File: config.mk
export PLATFORM = sky130hd
export DESIGN_NAME = multi_lane_pkt_arb_flat
export DESIGN_NICKNAME = d
export VERILOG_FILES = /design/src/rtl/multi_lane_pkt_arb_pkg.sv /design/src/rtl/multi_lane_pkt_arb_if.sv /design/src/rtl/multi_lane_pkt_arb_rr_arbiter.sv /design/src/rtl/multi_lane_pkt_arb.sv /design/src/flat_wrapper.sv
export SDC_FILE = /design/constraint.sdc
export NUM_CORES = 1
export LEC_CHECK = 0
export ABC_AREA = 1
export BUFFER_PORTS_ARGS = -buffer_cell sky130_fd_sc_hd__buf_2
export CAP_MARGIN = 10
export CORE_MARGIN = 2
export CORE_UTILIZATION = 40
export CTS_CLUSTER_SIZE = 14
export DETAILED_ROUTE_END_ITERATION = 10
export PLACE_DENSITY = 0.7
export SYNTH_ARGS = -nofsm -noshare
export SYNTH_HDL_FRONTEND = slang
export SYNTH_SLANG_ARGS = --single-unit
export TNS_END_PERCENT = 30
File: constraint.sdc
create_clock -name clk -period 11.8 [get_ports clk]
set_input_delay 0.59 -clock clk [delete_from_list [all_inputs] [get_ports clk]]
set_output_delay 0.59 -clock clk [all_outputs]
set_load 0.02 [all_outputs]
File: src/rtl/multi_lane_pkt_arb_pkg.sv
// Shared defaults and helpers for the multi-lane packet arbiter.
// Counter widths are assumed to be at most 32 bits.
package multi_lane_pkt_arb_pkg;

  localparam int DEF_NUM_LANES = 2;
  localparam int DEF_PKT_W     = 64;
  localparam int DEF_CNT_W     = 8;

  // Index width never collapses to zero, so a single-lane build still has a src_lane bit.
  function automatic int lidx_width(input int n);
    return (n <= 1) ? 1 : $clog2(n);
  endfunction

  function automatic logic [63:0] sat_add(input logic [63:0] a, input logic [63:0] b,
                                          input int w);
    logic [63:0] maxv;
    logic [63:0] sum;
    maxv = (64'd1 << w) - 64'd1;
    sum  = a + b;
    return (sum > maxv) ? maxv : sum;
  endfunction

endpackage

File: src/rtl/multi_lane_pkt_arb_if.sv
// Lane-side inputs and decoder-side outputs of the packet arbiter.
// The master drives the lanes and the ready signal; the slave is the arbiter.
interface multi_lane_pkt_arb_if
  import multi_lane_pkt_arb_pkg::*;
#(
  parameter int NUM_LANES = DEF_NUM_LANES,
  parameter int PKT_W     = DEF_PKT_W,
  parameter int CNT_W     = DEF_CNT_W
);
  localparam int LIDX_W = lidx_width(NUM_LANES);

  logic [NUM_LANES-1:0]       lane_pkt_rec;
  logic [NUM_LANES*PKT_W-1:0] lane_dout;
  logic                       pkt_ready;
  logic                       pkt_rec;
  logic [PKT_W-1:0]           dout;
  logic [LIDX_W-1:0]          src_lane;
  logic [CNT_W-1:0]           drop_cnt;
  logic [CNT_W-1:0]           dup_cnt;

  modport master (
    output lane_pkt_rec, lane_dout, pkt_ready,
    input  pkt_rec, dout, src_lane, drop_cnt, dup_cnt
  );

  modport slave (
    input  lane_pkt_rec, lane_dout, pkt_ready,
    output pkt_rec, dout, src_lane, drop_cnt, dup_cnt
  );
endinterface

File: src/rtl/multi_lane_pkt_arb_rr_arbiter.sv
// Combinational round-robin arbiter: grants the first request at or above i_ptr,
// wrapping around to lane 0.
module rr_arbiter
  import multi_lane_pkt_arb_pkg::*;
#(
  parameter int N      = DEF_NUM_LANES,
  parameter int LIDX_W = lidx_width(N)
) (
  input  logic [N-1:0]      i_req,
  input  logic [LIDX_W-1:0] i_ptr,
  output logic [N-1:0]      o_gnt_onehot,
  output logic [LIDX_W-1:0] o_gnt_idx,
  output logic              o_gnt_any
);

  logic [LIDX_W-1:0] w_idx;

  always_comb begin
    o_gnt_onehot = '0;
    o_gnt_idx    = '0;
    o_gnt_any    = 1'b0;
    w_idx        = '0;
    for (int i = 0; i < N; i++) begin
      w_idx = LIDX_W'((int'(i_ptr) + i) % N);
      if (!o_gnt_any && i_req[w_idx]) begin
        o_gnt_any           = 1'b1;
        o_gnt_idx           = w_idx;
        o_gnt_onehot[w_idx] = 1'b1;
      end
    end
  end

endmodule

File: src/rtl/multi_lane_pkt_arb.sv
// Collects completed lane packets into per-lane pending slots and forwards them one at a
// time over a valid/ready output, with optional duplicate suppression and saturating counters.
module multi_lane_pkt_arb
  import multi_lane_pkt_arb_pkg::*;
#(
  parameter int NUM_LANES = DEF_NUM_LANES,
  parameter int PKT_W     = DEF_PKT_W,
  parameter int DEDUP     = 1,
  parameter int CNT_W     = DEF_CNT_W
) (
  input  logic                    clk,
  input  logic                    rst,
  multi_lane_pkt_arb_if.slave     io_arb
);

  localparam int LIDX_W = lidx_width(NUM_LANES);

  logic [NUM_LANES-1:0] r_pend_vld;
  logic [PKT_W-1:0]     r_pend_data [NUM_LANES];
  logic                 r_pkt_rec;
  logic [PKT_W-1:0]     r_dout;
  logic [LIDX_W-1:0]    r_src_lane;
  logic [LIDX_W-1:0]    r_ptr;
  logic [CNT_W-1:0]     r_drop_cnt;
  logic [CNT_W-1:0]     r_dup_cnt;

  logic [NUM_LANES-1:0] w_gnt_onehot;
  logic [LIDX_W-1:0]    w_gnt_idx;
  logic                 w_gnt_any;
  logic                 w_fire;
  logic [PKT_W-1:0]     w_gnt_data;
  logic [NUM_LANES-1:0] w_dup_mask;
  logic [NUM_LANES-1:0] w_clear;
  logic [NUM_LANES-1:0] w_drop_mask;
  logic [31:0]          w_drop_inc;
  logic [31:0]          w_dup_inc;
  logic [LIDX_W-1:0]    w_ptr_next;

  rr_arbiter #(.N(NUM_LANES), .LIDX_W(LIDX_W)) u_rr_arbiter (
    .i_req        (r_pend_vld),
    .i_ptr        (r_ptr),
    .o_gnt_onehot (w_gnt_onehot),
    .o_gnt_idx    (w_gnt_idx),
    .o_gnt_any    (w_gnt_any)
  );

  assign w_fire      = w_gnt_any & (~r_pkt_rec | io_arb.pkt_ready);
  assign w_gnt_data  = r_pend_data[w_gnt_idx];
  assign w_clear     = ({NUM_LANES{w_fire}} & w_gnt_onehot) | w_dup_mask;
  // A slot being emptied this edge (granted or deduplicated) accepts a new packet instead of dropping it.
  assign w_drop_mask = io_arb.lane_pkt_rec & r_pend_vld & ~w_clear;

  always_comb begin
    w_dup_mask = '0;
    w_drop_inc = '0;
    w_dup_inc  = '0;
    for (int j = 0; j < NUM_LANES; j++) begin
      if (DEDUP != 0 && w_fire && !w_gnt_onehot[j] && r_pend_vld[j] &&
          r_pend_data[j] == w_gnt_data) begin
        w_dup_mask[j] = 1'b1;
      end
      w_drop_inc = w_drop_inc + 32'(w_drop_mask[j]);
      w_dup_inc  = w_dup_inc + 32'(w_dup_mask[j]);
    end
  end

  always_comb begin
    if (int'(w_gnt_idx) >= NUM_LANES - 1) begin
      w_ptr_next = '0;
    end else begin
      w_ptr_next = w_gnt_idx + 1'b1;
    end
  end

  always_ff @(posedge clk) begin
    if (rst) begin
      r_pend_vld <= '0;
    end else begin
      for (int i = 0; i < NUM_LANES; i++) begin
        if (io_arb.lane_pkt_rec[i] && (!r_pend_vld[i] || w_clear[i])) begin
          r_pend_data[i] <= io_arb.lane_dout[i*PKT_W +: PKT_W];
          r_pend_vld[i]  <= 1'b1;
        end else if (w_clear[i]) begin
          r_pend_vld[i]  <= 1'b0;
        end
      end
    end
  end

  // A held output (valid without ready) stays frozen until the decoder takes it.
  always_ff @(posedge clk) begin
    if (rst) begin
      r_pkt_rec  <= 1'b0;
      r_dout     <= '0;
      r_src_lane <= '0;
      r_ptr      <= '0;
    end else if (w_fire) begin
      r_pkt_rec  <= 1'b1;
      r_dout     <= w_gnt_data;
      r_src_lane <= w_gnt_idx;
      r_ptr      <= w_ptr_next;
    end else if (io_arb.pkt_ready) begin
      r_pkt_rec  <= 1'b0;
    end
  end

  always_ff @(posedge clk) begin
    if (rst) begin
      r_drop_cnt <= '0;
      r_dup_cnt  <= '0;
    end else begin
      r_drop_cnt <= CNT_W'(sat_add(64'(r_drop_cnt), 64'(w_drop_inc), CNT_W));
      r_dup_cnt  <= CNT_W'(sat_add(64'(r_dup_cnt), 64'(w_dup_inc), CNT_W));
    end
  end

  assign io_arb.pkt_rec  = r_pkt_rec;
  assign io_arb.dout     = r_dout;
  assign io_arb.src_lane = r_src_lane;
  assign io_arb.drop_cnt = r_drop_cnt;
  assign io_arb.dup_cnt  = r_dup_cnt;

endmodule

File: src/flat_wrapper.sv
// flat-port wrapper written by rule: the top's interface ports become plain ports
module multi_lane_pkt_arb_flat import multi_lane_pkt_arb_pkg::*;
#(
  parameter int NUM_LANES = DEF_NUM_LANES,
  parameter int PKT_W     = DEF_PKT_W,
  parameter int DEDUP     = 1,
  parameter int CNT_W     = DEF_CNT_W
)
  (clk, rst, io_arb_lane_pkt_rec, io_arb_lane_dout, io_arb_pkt_ready, io_arb_pkt_rec, io_arb_dout, io_arb_src_lane, io_arb_drop_cnt, io_arb_dup_cnt);
  multi_lane_pkt_arb_if #(.NUM_LANES(NUM_LANES), .PKT_W(PKT_W), .CNT_W(CNT_W)) io_arb_i ();
  input  logic clk;
  input  logic rst;
  input wire logic [$bits(io_arb_i.lane_pkt_rec)-1:0] io_arb_lane_pkt_rec;
  input wire logic [$bits(io_arb_i.lane_dout)-1:0] io_arb_lane_dout;
  input wire logic [$bits(io_arb_i.pkt_ready)-1:0] io_arb_pkt_ready;
  output wire logic [$bits(io_arb_i.pkt_rec)-1:0] io_arb_pkt_rec;
  output wire logic [$bits(io_arb_i.dout)-1:0] io_arb_dout;
  output wire logic [$bits(io_arb_i.src_lane)-1:0] io_arb_src_lane;
  output wire logic [$bits(io_arb_i.drop_cnt)-1:0] io_arb_drop_cnt;
  output wire logic [$bits(io_arb_i.dup_cnt)-1:0] io_arb_dup_cnt;
  assign io_arb_i.lane_pkt_rec = io_arb_lane_pkt_rec;
  assign io_arb_i.lane_dout = io_arb_lane_dout;
  assign io_arb_i.pkt_ready = io_arb_pkt_ready;
  assign io_arb_pkt_rec = io_arb_i.pkt_rec;
  assign io_arb_dout = io_arb_i.dout;
  assign io_arb_src_lane = io_arb_i.src_lane;
  assign io_arb_drop_cnt = io_arb_i.drop_cnt;
  assign io_arb_dup_cnt = io_arb_i.dup_cnt;
  multi_lane_pkt_arb #(.NUM_LANES(NUM_LANES), .PKT_W(PKT_W), .DEDUP(DEDUP), .CNT_W(CNT_W)) u_core (.clk(clk), .rst(rst), .io_arb(io_arb_i));
endmodule
==> results_dict.tcl <==
set metrics [dict create \
    status "completed" \
    worstSetupPathType "flip-flop to flip-flop" \
    cts_setup_buffers 0 \
    grt_pass1_vias 9344 \
    cp_max_fo 163 \
    drc 0 \
    grt_max_degree 164 \
    hold_violations 0 \
    synth-edff-count 128 \
    cts_resized 0 \
    io_pins 215 \
    hp-class "input port to flip-flop" \
    dpl-instance-area_sq_um 12100 \
    postCtsHoldBufs 0 \
    tns_ps 0 \
    htreeDepth 1 \
    dieArea_sq_um 28300 \
    ant_nets 0 \
    rsz0062_at_grt "no" \
    fin_skew_ps 17.2 \
    row_count 60 \
    critPathTopFamily "simple AND/OR/NAND/NOR gates" \
    ys_ff_latch 213 \
    cap_violations 0 \
    fmax_mhz 179 \
    vias 9873 \
    overflow 0 \
    wl_per_cell_microns 19.7 \
    die_w_microns 168 \
    tightest_slew_ps 1080 \
    start_util_pct 40.3 \
    synthArstFlopShare_pct 0 \
    ys_top_cells_by_area "edfxtp_1 36%, dfxtp_1 16%, nand3_1 11%" \
    r2r-start "u_core.r_pend_vld[0]" \
    drt_wl_total_mm 36.0 \
    yosysWarnings 0 \
    period_share_pct 47.5 \
    syn_area_sq_um 10800 \
    syn_avg_cell_area_sq_um 8.34 \
    avgViaCountPerCell 5.40 \
    cts_buffers 22 \
    cp_common_cell "nand2_1" \
    synth_cells 1292 \
    grtUsageTotal_pct 25.0 \
    start_kind "flip-flop" \
    drive_gt1_share_pct 17.8 \
    power_density_nw_per_um2 148 \
    setup_viol 0 \
    clock_latency_ps 520 \
    clk_pin_slew_ps 60 \
    cts_tree "yes" \
    cpMaxStageDelayCell "nand2_8" \
    ys_seq_area_share_pct 51.5 \
    ys_types 30 \
    drt-pass1-iter-count 7 \
    grt-busiest-layer "met2" \
    crit_required_ps 12250 \
    grt_pass1_wl_mm 53.9 \
    crit_path_end_kind "flip-flop" \
    final_nets 1610 \
    max_stage_delay_ps 940 \
    dp_hpwl_mm 27.5 \
    place_congestion 0.974 \
    critPathBufInv 1 \
    ir_drop_v 0.000122 \
    critPathArrivalTime_ps 6050 \
    cp-startpoint "u_core.r_pend_vld[0]" \
    io_buffers 214 \
    cts.sinks 213 \
    grt.met2_usage_pct 40.7 \
    final_max_slew_viol_count 0 \
    die_h_microns 168 \
    path_cells "nand2_1 -> nand2_8 -> buf_4 -> nand2_1 -> o22ai_1 -> nor2_1 -> nand3_1 -> nor2_1 -> nand3_1 -> nand2_1 -> nor2_1 -> fa_1 -> ha_1 -> nand3_1 -> nor3b_1 -> and2_1 -> nand2_1 -> a21oi_1" \
    synth.most_common_cell "nand3_1" \
    synth_top_area_share_pct 35.7 \
    synth_top_area_cell "edfxtp_1" \
    min_period_ps 5600 \
    leakagePower_nw 6.29 \
    grt_use_met1_pct 34.9 \
    synthFlopType "edfxtp_1" \
    core_sq_um 26700 \
    r2r_slack_ps 6200 \
    finalInstanceArea_sq_um 12800 \
    area_growth_pct 19.2 \
    synthTopCellsByCount "239 x nand3_1, 218 x inv_1, 208 x nand2_1" \
    antenna_found_initial 0 \
    use_met3_pct 3.64 \
    power.total_w 0.00190 \
    root_buffer "clkbuf_16" \
    syn_nets 1429 \
    clock_path_buffers 3 \
    first_iter_violations 1017 \
    slew-limit-headroom_pct 27.7 \
    hp-start "io_arb_lane_dout[105]" \
]
==> worst paths after layout <==
kind / endpoint / cells past startpoint
max: u_core.io_arb.drop_cnt[4] / 18
min: u_core.r_pend_data[1][41] / 1
max reg2reg: u_core.io_arb.drop_cnt[4] / 18
min reg2reg: u_core.io_arb.src_lane / 2
==> power breakdown <==
group          internal, W  total, W  switching [W]
combinational    0.0000931  0.000294       0.000201
sequential        0.000839  0.000873      0.0000340
clock             0.000454  0.000734       0.000280
total              0.00139   0.00190       0.000516
==> area by class of cell <==
| class | instances | area (sq um) |
|---|---|---|
| clock inverters | 11 | 154 |
| diodes | 1 | 2.50 |
| well taps | 341 | 427 |
| multi-input cells | 794 | 4140 |
| inverters | 221 | 831 |
| repair buffers | 221 | 1140 |
| fillers | 2608 | 13900 |
| clock buffers | 28 | 614 |
| flip-flops and latches | 213 | 5550 |
==> metal layers <==
metal | wire length, microns | share of wire [%]
met5 | 0 | 0
met1 | 15800 | 44
met2 | 16600 | 46
met3 | 2440 | 6.8
met4 | 1110 | 3.1
==> flip-flops by register name, indices dropped and copies added (netlist names) <==
register / cells
u_core.io_arb.dout: 64
u_core.io_arb.dup_cnt: 8
u_core.r_ptr: 1
u_core.io_arb.pkt_rec: 1
u_core.io_arb.src_lane: 1
u_core.r_pend_vld: 2
u_core.io_arb.drop_cnt: 8
u_core.r_pend_data: 128
==> per-stage QoR <==
stage                     hold WS [ps]  instances  utilization (%)  setup slack [ps]
after CTS                          229       1828             48.0              6400
after floorplan                    466       1292                -              7120
after global placement             460       1789             45.1              6610
final                              243       1830             48.1              6200
after global routing               234       1829             48.1              5820
after detailed placement           463       1789             45.1              6420
==> cells by family after synthesis <==
family,after synthesis,synth area share [%]
buffers and inverters,285,10.5
flip-flops,213,51.5
AO/OA/AOI/OAI,162,10.5
AND/OR/NAND/NOR,620,26.3
XOR/XNOR,8,0.650
adder cells (fa/ha/maj),4,0.604
==> layout by cell type (no fill, tap or decap), drive strengths merged, types with 6 or more instances in the layout <==
master    n
a21oi    23
buf     221
clkbuf   28
clkinv    8
dfxtp    85
edfxtp  128
inv     220
nand2   209
nand3   239
nand4    64
nor2     91
nor3      8
o211ai  124
o21ai    11
xor2      6
Power figures use the tool's default switching activity.
